**src/rtl/div_unit_pkg.sv**
```systemverilog
// Shared types and constants for the iterative RV32M divider.
// Latency: n/a (declarations only).
// Backpressure: n/a.
package div_unit_pkg;

   localparam int ID_W       = 4;
   localparam int DIV_CYCLES = 32;

   typedef logic [ID_W-1:0] instruction_id_t;

   // Issue-side request packet; flags are pre-computed by issue.
   typedef struct packed {
      logic [31:0] rs1;
      logic [31:0] rs2;
      logic [1:0]  op;            // 00 DIV, 01 DIVU, 10 REM, 11 REMU
      logic        reuse_result;
      logic        overflow;
      logic        div_zero;
   } div_inputs_t;

   typedef enum logic [1:0] {
      DIV_IDLE,
      DIV_DIVIDE,
      DIV_SIGN,
      DIV_DONE
   } div_state_t;

   // Two's-complement negation, 32 bits wide (so |0x80000000| stays 0x80000000).
   function automatic logic [31:0] neg32(input logic [31:0] v);
      return ~v + 32'd1;
   endfunction

endpackage

```
**src/rtl/div_radix2_core.sv**
```systemverilog
// Unsigned restoring shift-subtract divider, one quotient bit per cycle.
// Latency: start at edge T, final step at edge T+32, results valid from then on.
// Backpressure: none; a new start simply reloads the datapath.
module div_radix2_core
   import div_unit_pkg::*;
(
   input  logic        clk,
   input  logic        rst_n,
   input  logic        i_start,
   input  logic [31:0] i_dividend,
   input  logic [31:0] i_divisor,
   output logic [31:0] o_quotient,
   output logic [31:0] o_remainder,
   output logic        o_complete
);

   localparam int                CNT_W = $clog2(DIV_CYCLES);
   localparam logic [CNT_W-1:0]  LAST  = CNT_W'(DIV_CYCLES - 1);

   logic [31:0]      r_rem;
   logic [31:0]      r_quo;
   logic [31:0]      r_div;
   logic [CNT_W-1:0] r_count;
   logic             r_busy;

   logic [32:0]      w_rem_sh;
   logic [32:0]      w_trial;

   // Shift the partial remainder left by one, pulling in the next dividend bit;
   // the borrow (bit 32) of the 33-bit trial subtraction decides the step.
   assign w_rem_sh = {r_rem, r_quo[31]};
   assign w_trial  = w_rem_sh - {1'b0, r_div};

   // Load on start, then run one restoring step per cycle until the last bit.
   always_ff @(posedge clk or negedge rst_n) begin
      if (!rst_n) begin
         r_rem   <= '0;
         r_quo   <= '0;
         r_div   <= '0;
         r_count <= '0;
         r_busy  <= 1'b0;
      end else if (i_start) begin
         r_rem   <= '0;
         r_quo   <= i_dividend;
         r_div   <= i_divisor;
         r_count <= '0;
         r_busy  <= 1'b1;
      end else if (r_busy) begin
         if (!w_trial[32]) begin
            r_rem <= w_trial[31:0];
            r_quo <= {r_quo[30:0], 1'b1};
         end else begin
            r_rem <= w_rem_sh[31:0];
            r_quo <= {r_quo[30:0], 1'b0};
         end
         r_count <= r_count + 1'b1;
         if (r_count == LAST) begin
            r_busy <= 1'b0;
         end
      end
   end

   // Complete flags the cycle whose closing edge performs the final step.
   assign o_complete  = r_busy && (r_count == LAST);
   assign o_quotient  = r_quo;
   assign o_remainder = r_rem;

endmodule

```
**src/rtl/div_unit.sv**
```systemverilog
// RV32M DIV/DIVU/REM/REMU unit: sign handling, special cases, result reuse, handshake.
// Latency: 34 cycles for a real divide, 1 cycle for div-by-zero/overflow/reuse.
// Backpressure: ready low while busy; result held with done until wb_ack.
module div_unit
   import div_unit_pkg::*;
#(
   parameter int XLEN = 32
)
(
   input  logic            clk,
   input  logic            rst_n,
   input  div_inputs_t     div_inputs,
   input  logic            new_request,
   input  instruction_id_t id_in,
   output logic            ready,
   output logic            done,
   output instruction_id_t id_out,
   output logic [XLEN-1:0] result,
   input  logic            wb_ack
);

   div_state_t      r_state;
   logic            r_is_rem;
   instruction_id_t r_id;
   logic            r_quo_neg;
   logic            r_rem_neg;
   logic [XLEN-1:0] r_result;
   logic [31:0]     r_saved_quo;
   logic [31:0]     r_saved_rem;

   logic            w_accept;
   logic            w_special;
   logic            w_signed;
   logic [31:0]     w_abs_rs1;
   logic [31:0]     w_abs_rs2;
   logic            w_core_start;
   logic [31:0]     w_core_quo;
   logic [31:0]     w_core_rem;
   logic            w_core_complete;
   logic [31:0]     w_quo_fix;
   logic [31:0]     w_rem_fix;

   assign w_accept  = new_request && (r_state == DIV_IDLE);
   assign w_special = div_inputs.div_zero | div_inputs.overflow | div_inputs.reuse_result;
   assign w_signed  = ~div_inputs.op[0];

   // Only signed ops take magnitudes; the core always works unsigned.
   assign w_abs_rs1 = (w_signed && div_inputs.rs1[31]) ? neg32(div_inputs.rs1) : div_inputs.rs1;
   assign w_abs_rs2 = (w_signed && div_inputs.rs2[31]) ? neg32(div_inputs.rs2) : div_inputs.rs2;

   assign w_core_start = w_accept && !w_special;

   div_radix2_core u_core (
      .clk         (clk),
      .rst_n       (rst_n),
      .i_start     (w_core_start),
      .i_dividend  (w_abs_rs1),
      .i_divisor   (w_abs_rs2),
      .o_quotient  (w_core_quo),
      .o_remainder (w_core_rem),
      .o_complete  (w_core_complete)
   );

   // Restore signs: quotient negative when operand signs differ, remainder follows rs1.
   assign w_quo_fix = r_quo_neg ? neg32(w_core_quo) : w_core_quo;
   assign w_rem_fix = r_rem_neg ? neg32(w_core_rem) : w_core_rem;

   // Handshake FSM; captures op kind, id and sign fixups at accept.
   always_ff @(posedge clk or negedge rst_n) begin
      if (!rst_n) begin
         r_state   <= DIV_IDLE;
         r_is_rem  <= 1'b0;
         r_id      <= '0;
         r_quo_neg <= 1'b0;
         r_rem_neg <= 1'b0;
      end else begin
         case (r_state)
            DIV_IDLE: begin
               if (w_accept) begin
                  r_is_rem  <= div_inputs.op[1];
                  r_id      <= id_in;
                  r_quo_neg <= w_signed & (div_inputs.rs1[31] ^ div_inputs.rs2[31]);
                  r_rem_neg <= w_signed & div_inputs.rs1[31];
                  r_state   <= w_special ? DIV_DONE : DIV_DIVIDE;
               end
            end
            DIV_DIVIDE: begin
               if (w_core_complete) begin
                  r_state <= DIV_SIGN;
               end
            end
            DIV_SIGN: begin
               r_state <= DIV_DONE;
            end
            DIV_DONE: begin
               if (wb_ack) begin
                  r_state <= DIV_IDLE;
               end
            end
            default: begin
               r_state <= DIV_IDLE;
            end
         endcase
      end
   end

   // Result and saved quotient/remainder; special cases resolve at accept,
   // with div_zero taking priority over overflow over reuse.
   always_ff @(posedge clk or negedge rst_n) begin
      if (!rst_n) begin
         r_result    <= '0;
         r_saved_quo <= '0;
         r_saved_rem <= '0;
      end else if (w_accept && div_inputs.div_zero) begin
         r_saved_quo <= 32'hFFFF_FFFF;
         r_saved_rem <= div_inputs.rs1;
         r_result    <= div_inputs.op[1] ? div_inputs.rs1 : 32'hFFFF_FFFF;
      end else if (w_accept && div_inputs.overflow) begin
         r_saved_quo <= 32'h8000_0000;
         r_saved_rem <= 32'h0;
         r_result    <= div_inputs.op[1] ? 32'h0 : 32'h8000_0000;
      end else if (w_accept && div_inputs.reuse_result) begin
         r_result    <= div_inputs.op[1] ? r_saved_rem : r_saved_quo;
      end else if (r_state == DIV_SIGN) begin
         r_saved_quo <= w_quo_fix;
         r_saved_rem <= w_rem_fix;
         r_result    <= r_is_rem ? w_rem_fix : w_quo_fix;
      end
   end

   assign ready  = (r_state == DIV_IDLE);
   assign done   = (r_state == DIV_DONE);
   assign id_out = r_id;
   assign result = r_result;

endmodule

```
**config.mk**
```make
export PLATFORM = sky130hd
export DESIGN_NAME = div_unit
export DESIGN_NICKNAME = d
export VERILOG_FILES = /design/src/rtl/div_unit_pkg.sv /design/src/rtl/div_radix2_core.sv /design/src/rtl/div_unit.sv
export SDC_FILE = /design/constraint.sdc
export NUM_CORES = 1
export LEC_CHECK = 0
export BUFFER_PORTS_ARGS = -buffer_cell sky130_fd_sc_hd__buf_2
export CAP_MARGIN = 20
export CELL_PAD_IN_SITES_DETAIL_PLACEMENT = 2
export CELL_PAD_IN_SITES_GLOBAL_PLACEMENT = 2
export CORE_MARGIN = 4
export CORE_UTILIZATION = 30
export CTS_BUF_LIST = sky130_fd_sc_hd__clkbuf_8
export CTS_CLUSTER_DIAMETER = 30
export CTS_CLUSTER_SIZE = 28
export DETAILED_ROUTE_END_ITERATION = 12
export GPL_TIMING_DRIVEN = 0
export PLACE_DENSITY_LB_ADDON = 0.15
export SLEW_MARGIN = 20
export SYNTH_ARGS = -nofsm -noshare
export SYNTH_HDL_FRONTEND = slang
export SYNTH_SLANG_ARGS = --single-unit
export TNS_END_PERCENT = 1
```
**constraint.sdc**
```tcl
create_clock -name clk -period 4.7 [get_ports clk]
set_input_delay 0.47 -clock clk [delete_from_list [all_inputs] [get_ports clk]]
set_output_delay 0.47 -clock clk [all_outputs]
set_load 0.02 [all_outputs]
```
==> metrics.txt, run 1 <==
status completed; count of cell types in the netlist 70; clk slew on worst S/H paths about 0.05 ns; MaxCap Viol Count 0; drt pass-1 iters 5; met2 Track Usage GR 43.7%; critical path class reg -> reg; Hold Startpoint id_in[2]; reg2reg setup slack 0.36 ns; top post-synthesis cells by area dfrtp_1, o21ai_0, xnor2_1; Crit path required time just over 5 ns; post-route ant nets 0; commonest non-fill, non-tap cell in the layout dfrtp_1; top cell type's share of synthesized area 36.3%; IO Count 115; most frequent cells in the layout dfrtp_1, nand2_1, o21ai_0; placer congestion estimate 0.891; CTS tree built; met3 Track Usage GR 3.52%; Critical-path top delay cell clkbuf_1; CTS H-Tree Depth 3; routed vias/inst 5.57; vias in the first global route 15,800; R2R Path End u_core.o_remainder[27]; Worst Hold Depth 3; first-pass GRT wire length 96,600 um; Final Critical Period approximately 4.3 ns; Worst Skew about 0.035 ns; r2r startpoint u_core.o_quotient[31]; largest net degree at the start of global routing 78; worst setup path start u_core.o_quotient[31]; worst-path cell chain inv_1 > ha_1 > fa_1 > nand2b_1 > a21oi_1 > o211ai_1 > a31oi_1 > nor4_2 > xnor2_2 > clkbuf_1 > mux2i_1 > a21oi_1; VDD IR-drop max 0.264 mV; crit-path most repeated cell a21oi_1; CP max stage delay 0.62 ns; # DRC 0; Die Y about 230 um; cell count after synthesis 1,727; Clock Tree Root clkbuf_8; Top FF cell, synth dfrtp_1; PwrDens 945 mW/mm^2; TritonCTS buffer count between 70 and 80; Post-synth EDFFs 0; total die area 0.0511 mm^2; post-synth top area cell dfrtp_1; final setup violation count 0; Final Hold Viols 0; Clock Sinks 207; Final period util 92.2%; core area 0.0468 mm^2; hold_ws roughly 0.057 ns; global-route track usage on met1 30.6%; Post-Syn Area 0.0143 mm^2; Async S/R FF share, synth 100%; Crit Path Max Fanout 10; Starting DRT DRC Count between 700 and 800; Layout Nets 2,040; Global Route Usage Sum 24.7%; Data arrival, critical path ~4.8 ns; initial antenna violation count 1; setup_tns 0 ns; post-synthesis sequential area ratio about 36%; gr busiest metal met2; die span in x 226 um; Rel. slew slack between 20% and 30%; worst-skew pair later-pin latency between 0.6 and 0.7 ns; Yosys reg bits 207; Synth warnings 0; DP HPWL about 48,000 um; Max Clk Rate 231 MHz; fraction of layout cells with a size suffix above 1 13.9%; Syn Area/Cell between 8 and 9 um^2; Remaining Overflow, GRT 0; CP Launch Type flip-flop; worst-margin pin slew 1.07 ns; RSZ-0062 raised after global routing false; Slew Limit Fails 0; hold endpoint id_out[2]; Initial Util 30.5%; Hold Path Class in -> reg; post-synth net total approximately 1,800; CP Capture Type flip-flop; wire per inst 24.6 um; IO Port Bufs 111; worst r2r path cells 12; vias 14,400; Leakage Power 0.00725 uW; Max Root-Sink Buffers 3; row count 79; drt total wl 63,400 um; area added between synthesis and finish 22.1%
==> flip-flops by register name (all words and copies together) (netlist names) <==
name                flops
u_core.r_count          5
r_state                 2
u_core.r_div           32
id_out                  4
r_is_rem                1
r_saved_quo            32
result                 32
u_core.r_busy           1
r_quo_neg               1
u_core.o_quotient      32
r_rem_neg               1
u_core.o_remainder     32
r_saved_rem            32
==> logic make-up after synthesis <==
family,synth area share (%)
muxes,5.10
xor gates and xnor gates,9.15
AOI/OAI and AO/OA,24.2
and+or+nand+nor,16.8
adders and majority gates,3.82
buffers and inverters,4.60
DFF,36.3
==> stage by stage <==
stage | utilization, % | worst slack (ns) | cell area, um^2 | power [uW] | cells
after global placement | 33.3 | -0.915 | 15600 | 12600 | 2445
final | 37.3 | 0.365 | 17400 | 16500 | 2579
after global routing | 37.3 | 0.124 | 17400 | 17800 | 2579
after floorplan | - | 1.35 | 14300 | 9750 | 1727
after detailed placement | 33.5 | 0.0734 | 15700 | 12900 | 2448
after CTS | 37.3 | 0.290 | 17400 | 16600 | 2578
==> worst max-delay path: cells and delay by family, from the launching register on <==
| kind | cells | cell delay, ns |
|---|---|---|
| muxes | 1 | 0.27 |
| AOI/OAI and AO/OA | 4 | 1.15 |
| and+or+nand+nor | 2 | 0.39 |
| xor gates and xnor gates | 1 | 0.51 |
| adders and majority gates | 2 | 0.64 |
| buffers and inverters | 2 | 0.77 |
| DFF | 1 | 0.43 |
==> layout make-up <==
cell class	count	area [um^2]
sequential	207	5180
timing repair buffer	118	668
tap	607	759
fill	5396	29300
clock inverter	39	504
multi-input combinational	1345	8450
buffer	113	425
inverter	62	233
antenna	1	2.50
clock buffer	87	1200
==> how the worst max path moves through the flow <==
stage	endpoint	depth (start not counted)	slack, ns
after floorplan	result[28]	11	1.35
after global placement	u_core.o_remainder[28]	1	-0.92
after detailed placement	u_core.o_remainder[26]	12	0.07
after CTS	u_core.o_remainder[14]	13	0.29
after global routing	u_core.o_remainder[26]	13	0.12
final	u_core.o_remainder[27]	12	0.36
==> timing repair <==
item                       in CTS  in global routing
setup buffers                   0                  0
hold endpoints to repair       63                  0
setup endpoints to repair       3                  0
gates resized for setup         1                  0
hold buffers                    4                  0
==> layer usage <==
| layer | wire length (um) | share of wire, % |
|---|---|---|
| met1 | 27300 | 43 |
| met2 | 31600 | 50 |
| met3 | 2660 | 4.2 |
| met4 | 1950 | 3.1 |
| met5 | 0 | 0 |
==> power by group <==
part	switching (uW)	leakage (uW)	internal, uW
clock network	1150	0.000901	2330
logic	5890	0.00390	3410
registers	953	0.00245	2740
total	7980	0.00725	8480
==> cell usage after synthesis (all sizes together), types with 22 or more instances <==
cell type and count:
dfrtp 207, nand2 193, o21ai 179, nor2 164
a21oi 158, clkbuf 100, xnor2 92, inv 62
mux2i 58, xor2 57, ha 42, o211ai 34
o31ai 33, a31oi 28, nand3 27, nor3 22
No activity file was read; power rests on OpenSTA's default activity.
==> run 2: changes to the inputs <==
--- a/config.mk
+++ b/config.mk
@@ -5,7 +5,6 @@
 export SDC_FILE = /design/constraint.sdc
 export NUM_CORES = 1
 export LEC_CHECK = 0
-export BUFFER_PORTS_ARGS = -buffer_cell sky130_fd_sc_hd__buf_2
 export CAP_MARGIN = 20
 export CELL_PAD_IN_SITES_DETAIL_PLACEMENT = 2
 export CELL_PAD_IN_SITES_GLOBAL_PLACEMENT = 2
@@ -15,6 +14,7 @@
 export CTS_CLUSTER_DIAMETER = 30
 export CTS_CLUSTER_SIZE = 28
 export DETAILED_ROUTE_END_ITERATION = 12
+export DONT_BUFFER_PORTS = 1
 export GPL_TIMING_DRIVEN = 0
 export PLACE_DENSITY_LB_ADDON = 0.15
 export SLEW_MARGIN = 20
==> run 2 against run 1 <==
Compared with the run above:
- critical path depth unchanged
- hold slack got worse by 0.51 ns
- setup slack improved by 0.043 ns
- core utilization decreased by 0.86 points
- cell count decreased by 3.3%
- total power decreased by 2.0%
- clock-buffer cell count increased by 12
- critical path type unchanged
- combinational power decreased by 4.3%
- sequential power increased by 6.0%
- the run now ends with negative hold slack left
- first-iteration DRC count increased by 12%
- cell area decreased by 2.3%
==> metrics.txt, run 2 (synthesis results as in run 1) <==
first-pass GRT wire length 96,600 um (about the same); crit-path most repeated cell a21oi_1; TritonCTS buffer count 71 (-2.7%); final setup violation count 0 (unchanged); core area 0.0468 mm^2 (unchanged); Slew Limit Fails 0 (unchanged); vias 14,000 (-2.7%); VDD IR-drop max 0.264 mV (+0.24%); Clock Sinks 207 (unchanged); Worst Skew 0.0383 ns (+0.00352 ns); Clock Tree Root clkbuf_8; MaxCap Viol Count 0 (unchanged); post-route ant nets 0 (unchanged); RSZ-0062 raised after global routing false; Rel. slew slack 24.9% (-3.6 points); IO Port Bufs 0 (-100%); setup_tns 0 ns (unchanged); vias in the first global route 15,600 (-0.91%); critical path class reg -> reg; PwrDens 947 mW/mm^2 (+0.28%); total die area 0.0511 mm^2 (unchanged); drt total wl 63,400 um (unchanged); Die Y 226 um (unchanged); Initial Util 30.5% (unchanged); Top delay family on crit path compound AO/OA/AOI/OAI gates; cts hold-fix bufs 30 (+26); fraction of layout cells with a size suffix above 1 8.59% (-5.3 points); CP max stage delay 0.65 ns (+0.03 ns); CTS H-Tree Depth 3 (unchanged); Util after Layout 36.4% (-0.86 points); Data arrival, critical path 4.76 ns (-0.06 ns); Crit Path Max Fanout 10 (unchanged); placer congestion estimate 0.888 (-0.35%); Starting DRT DRC Count 840 (+12%); Final Critical Period 4.29 ns (-0.0429 ns); wire per inst 25.4 um (+3.4%); Final Hold Viols 207 (+207); worst-skew pair later-pin latency 0.64 ns (about the same); most frequent cells in the layout dfrtp_1, nand2_1, o21ai_0; failing checks negative hold slack; Crit path required time 5.17 ns (-0.02 ns); worst-margin pin slew 1.13 ns (+0.0621 ns); clk slew on worst S/H paths 0.05 ns (about the same); worst-path cell chain inv_1 > ha_1 > fa_1 > nand2b_1 > a21oi_1 > o211ai_1 > a31oi_1 > nor4_2 > xnor2_2 > clkbuf_1 > mux2i_1 > a21oi_1; Critical-path top delay cell clkbuf_1; initial antenna violation count 2 (+1); row count 79 (unchanged); die span in x 226 um (unchanged); Layout Nets 1,951 (-4.4%); CP Capture Type flip-flop; Leakage Power 0.00689 uW (-5.0%); Remaining Overflow, GRT 0 (unchanged); CP Launch Type flip-flop; DP HPWL 46,800 um (-2.1%); area added between synthesis and finish 19.3%; largest net degree at the start of global routing 208 (+170%); status complete, but fails checks; IO Count 115 (unchanged); routed vias/inst 5.60 (+0.57%); drt pass-1 iters 5 (unchanged); worst path bufs/invs 2 (unchanged); Final period util 91.3% (-0.91 points); Global Route Usage Sum 24.9% (+0.18 points); hold_ws -0.452 ns (-0.508 ns); CTS tree built; commonest non-fill, non-tap cell in the layout dfrtp_1; Hold Path Class in -> async; Max Clk Rate 233 MHz (+1.0%); Max Root-Sink Buffers 3 (unchanged); # DRC 0 (unchanged); Post-CTS Setup Bufs 0 (unchanged)
## run 2: changes by cell type in the layout (fill, tap and decap cells not counted), sizes merged
cell,delta
clkinv,-1
bufinv,-6
buf,-113
clkinvlp,-2
dlygate4sd3,+26
clkbuf,+12
## run 2: power breakdown
part | switching [uW] | leakage, uW | total [uW] | internal [uW]
sequential | 1170 | 0.00245 | 3910 | 2740
combinational | 5600 | 0.00354 | 8900 | 3300
clock | 1140 | 0.000898 | 3320 | 2180
total | 7910 | 0.00689 | 16100 | 8220
## run 2: per-stage QoR
stage | total power (uW) | area (um^2) | hold WS, ns | instances | setup WS, ns
floorplan | 9750 | 14300 | 0.174 | 1727 | 1.35
global placement | 12300 | 15000 | 0.187 | 2334 | 0.129
detailed placement | 12700 | 15100 | 0.188 | 2335 | 0.0949
CTS | 16200 | 17000 | -0.513 | 2494 | 0.0458
global route | 17400 | 17000 | -0.488 | 2495 | 0.0491
finish | 16100 | 17000 | -0.452 | 2495 | 0.408
## run 2: final cells by class
type / instances / area (um^2)
Antenna cell: 1 / 2.50
Buffer: 113 / 425
Clock buffer: 99 / 1360
Clock inverter: 30 / 297
Fill cell: 5382 / 29700
Inverter: 62 / 233
Multi-Input combinational cell: 1345 / 8450
Sequential cell: 207 / 5180
Tap cell: 607 / 759
Timing Repair Buffer: 31 / 308
## run 2: worst reg2reg max path: cells and delay by family (launching register included)
family	cells	cell delay (ns)
AOI/OAI and AO/OA	4	1.09
xor gates and xnor gates	1	0.52
adders and majority gates	2	0.64
buffers and inverters	2	0.80
DFF	1	0.43
muxes	1	0.28
and+or+nand+nor	2	0.39
## run 2: per-layer routing
layer  share of wire [%]  vias to the layer above  GRT usage, %
li1                    -                     6416             -
met1                  42                     7142          30.5
met2                  50                      306          43.6
met3                 5.2                      109          4.91
met4                 3.1                        0          8.82
met5                   0                        -             0
## run 2: worst paths after layout
check,from,to,slack (ns),cells after the start
max reg2reg,u_core.o_quotient[31],u_core.o_remainder[30],0.41,12
max,u_core.o_quotient[31],u_core.o_remainder[30],0.41,12
max in group asynchronous,rst_n,u_core.r_div[29],4.91,0
min reg2reg,u_core.r_div[27],u_core.r_div[27],0.47,2
min in group clk,div_inputs[43],r_saved_rem[6],0.05,2
min,rst_n,result[10],-0.45,0
## run 2: repair_timing
item	CTS	global route
endpoints found under the hold margin	242	207
setup endpoints to repair	0	9
gates resized for setup	0	1
==> run 3: changes to the inputs <==
--- a/config.mk
+++ b/config.mk
@@ -5,6 +5,7 @@
 export SDC_FILE = /design/constraint.sdc
 export NUM_CORES = 1
 export LEC_CHECK = 0
+export ABC_AREA = 1
 export CAP_MARGIN = 20
 export CELL_PAD_IN_SITES_DETAIL_PLACEMENT = 2
 export CELL_PAD_IN_SITES_GLOBAL_PLACEMENT = 2
==> run 3 against run 2 <==
Compared with the run above:
- the flow still finishes with violations (negative hold slack)
- first-iteration DRC count up 15%
- global-route usage grew 3.8 points
- core utilization decreased by 0.98 points
- cell area rose by 7.6%
- synthesized cell count up 36%
- hold slack worse by 0.058 ns
- sequential power shrank 5%
- non-clock buffer count down 21
- routed wire length grew 30%
- flip-flop and latch count did not move
- cell count increased by 27%
- register-to-register slack gained 0.94 ns
- critical path type unchanged
- largest power group unchanged
- highest routed layer is now met5
==> metrics.txt, run 3 <==
status complete, but fails checks; failing checks negative hold slack; routed vias/inst 5.43 (-3.1%); Top delay family on crit path buffers and inverters; post-synth net total 2,464 (+33%); vias 17,200 (+23%); worst-path cell chain inv_1 > ha_1 > inv_1 > nor4_1 > nand2_1 > buf_2 > clkbuf_1 > a21oi_1 > o21ai_0 > o211ai_1; Post-Syn Area 0.0158 mm^2 (+11%); # DRC 0 (unchanged); drt pass-1 iters 6 (+1); critical path class reg -> reg; Leakage Power 0.00873 uW (+27%); Global Route Usage Sum 28.7% (+3.8 points); IO Count 115 (unchanged); CP Capture Type flip-flop; worst-skew pair later-pin latency 0.67 ns (+0.03 ns); CTS tree built; Worst Skew 0.0454 ns (+0.00713 ns); CP Launch Type flip-flop; Layout Nets 2,561 (+31%); most frequent cells in the layout nand2_1, nor2_1, nand3_1; cts hold-fix bufs 25 (-17%); DP HPWL 64,700 um (+38%); hold_ws -0.509 ns (-0.0577 ns); CTS H-Tree Depth 3 (unchanged); placer congestion estimate 0.904 (+1.8%); Die Y 237 um (+5.0%); Hold Path Class in -> async; core area 0.0517 mm^2 (+11%); Post-Layout Cell Count 3,176 (+27%); first-pass GRT wire length 122,000 um (+26%); fraction of layout cells with a size suffix above 1 9.50% (+0.91 points); Max Root-Sink Buffers 3 (unchanged); TritonCTS buffer count 70 (-1.4%); most frequent cell after synthesis nand2_1; Async S/R FF share, synth 100% (unchanged); Starting DRT DRC Count 970 (+15%); CP max stage delay 0.44 ns (-0.21 ns); Critical-path top delay cell nor4_1; setup_tns 0 ns (unchanged); Initial Util 30.5% (about the same); commonest non-fill, non-tap cell in the layout nand2_1; Reg area 0.00518 mm^2 (unchanged); cell count after synthesis 2,344 (+36%); post-synth top area cell dfrtp_1; Syn Area/Cell 6.73 um^2 (-19%); Final Hold Viols 207 (unchanged); wire per inst 25.9 um (+1.8%); Slew Limit Fails 0 (unchanged); final worst setup slack 1.35 ns (+0.942 ns); crit-path most repeated cell inv_1; RSZ-0062 raised after global routing false; Post-synth EDFFs 0 (unchanged); post-synthesis sequential area ratio 32.8% (-3.5 points); Post-synth top cells nand2_1, nor2_1, nand3_1, inv_1, dfrtp_1; Clock Tree Root clkbuf_8; MaxCap Viol Count 0 (unchanged); top post-synthesis cells by area dfrtp_1, nand2_1, nand3_1; final setup violation count 0 (unchanged); Crit path required time 5.23 ns (+0.06 ns); Remaining Overflow, GRT 0 (unchanged); Final period util 71.3% (-20 points); top cell type's share of synthesized area 32.8% (-3.5 points); count of cell types in the netlist 54 (-23%); worst-margin pin slew 0.956 ns (-0.171 ns); Rel. slew slack 36.3% (+11 points); Synth warnings 0 (unchanged); PwrDens 951 mW/mm^2 (+0.38%); Multi-input gate area 0.00928 mm^2 (+9.8%); area added between synthesis and finish 16.2%; Crit Path Max Fanout 10 (unchanged); VDD IR-drop max 0.303 mV (+15%); largest net degree at the start of global routing 208 (unchanged); Yosys reg bits 207 (unchanged); post-placement worst setup slack 1.39 ns (+1.30 ns); vias in the first global route 18,900 (+21%); Pwr Total 17,400 uW (+8.0%); Filler Cells Inserted 6,229 (+16%); Clock Sinks 207 (unchanged); die span in x 237 um (+5.0%); IO Port Bufs 0 (unchanged); clk slew on worst S/H paths 0.05 ns (about the same); drt total wl 82,200 um (+30%); # placed instances 3,024 (+30%); Final Critical Period 3.35 ns (-0.942 ns); row count 83 (+5.1%); total die area 0.0563 mm^2 (+10%); post-route ant nets 0 (unchanged); Data arrival, critical path 3.88 ns (-0.88 ns); Max Clk Rate 298 MHz (+28%); initial antenna violation count 1 (-1); worst path bufs/invs 4 (+2); Top FF cell, synth dfrtp_1; ant diodes 0 (-1)
run 3: cell count changes after synthesis, sizes merged, moves of 48 or more:
cell and delta:
clkbuf -48, nor2 +126, mux2i -58, inv +159, nand3 +226, o21ai -51
nand2 +468, xnor2 -73
run 3: what timing repair did:
action / in CTS / in global routing
buffers inserted: 0 / 0
endpoints found under the hold margin: 233 / 207
resized for setup: 0 / 0
run 3: power by group:
group          internal [uW]  leakage (uW)  switching, uW
clock network           1720      0.000815           1200
registers               2720       0.00249           1010
logic                   3350       0.00542           7420
run 3: per-stage QoR:
step	util, %	hold WS [ns]	cell area (um^2)
2_1_floorplan	-	0.174	15800
3_3_place_gp	32.1	0.182	16600
3_5_place_dp	32.1	0.182	16600
4_1_cts	35.4	-0.550	18300
5_1_grt	35.4	-0.550	18300
6_report	35.4	-0.509	18300
run 3: worst reg2reg max path: stages (launching register included):
cell and delay (ns):
dfrtp_1 0.40, inv_1 0.12, ha_1 0.38, inv_1 0.13, nor4_1 0.44, nand2_1 0.36, buf_2 0.35, clkbuf_1 0.43
a21oi_1 0.27, o21ai_0 0.19, o211ai_1 0.14
run 3: worst paths after layout:
check | depth (start not counted) | end | slack [ns] | from
setup / recovery | 10 | u_core.o_quotient[21] | 1.35 | r_state[0]
hold / removal | 0 | u_core.o_quotient[6] | -0.51 | rst_n
setup reg to reg | 10 | u_core.o_quotient[21] | 1.35 | r_state[0]
hold reg to reg | 1 | u_core.r_count[3] | 0.47 | u_core.r_count[3]
max in group asynchronous | 0 | r_saved_rem[28] | 4.81 | rst_n
min in group clk | 2 | r_saved_rem[22] | 0.04 | div_inputs[59]
run 3: layer usage:
layer  vias to the layer above  track usage (%)  wire length, um
li1                       7956                -                -
met3                       187             5.93             3950
met5                         -                0               11
met1                      8680             33.0            33000
met4                         2             15.9             5390
met2                       410             49.8            39900
run 3: final cells by class:
| type | instances | share of cell area (%) |
|---|---|---|
| sequential | 207 | 28.3 |
| clock buffer | 86 | 6.46 |
| timing repair buffer | 25 | 1.37 |
| buffer | 98 | 2.55 |
| tap | 680 | 4.64 |
| multi-input combinational | 1815 | 50.7 |
| inverter | 224 | 4.60 |
| clock inverter | 41 | 1.44 |
run 3: logic make-up (layout without fill, tap and decap cells):
logic type	after synthesis	count (layout)	share of synthesized area (%)
adders and majority gates	43	43	3.46
DFF	207	207	32.8
buffers and inverters	322	474	8.31
xor gates and xnor gates	86	86	4.78
and+or+nand+nor	1276	1276	35.4
AOI/OAI and AO/OA	410	410	15.2
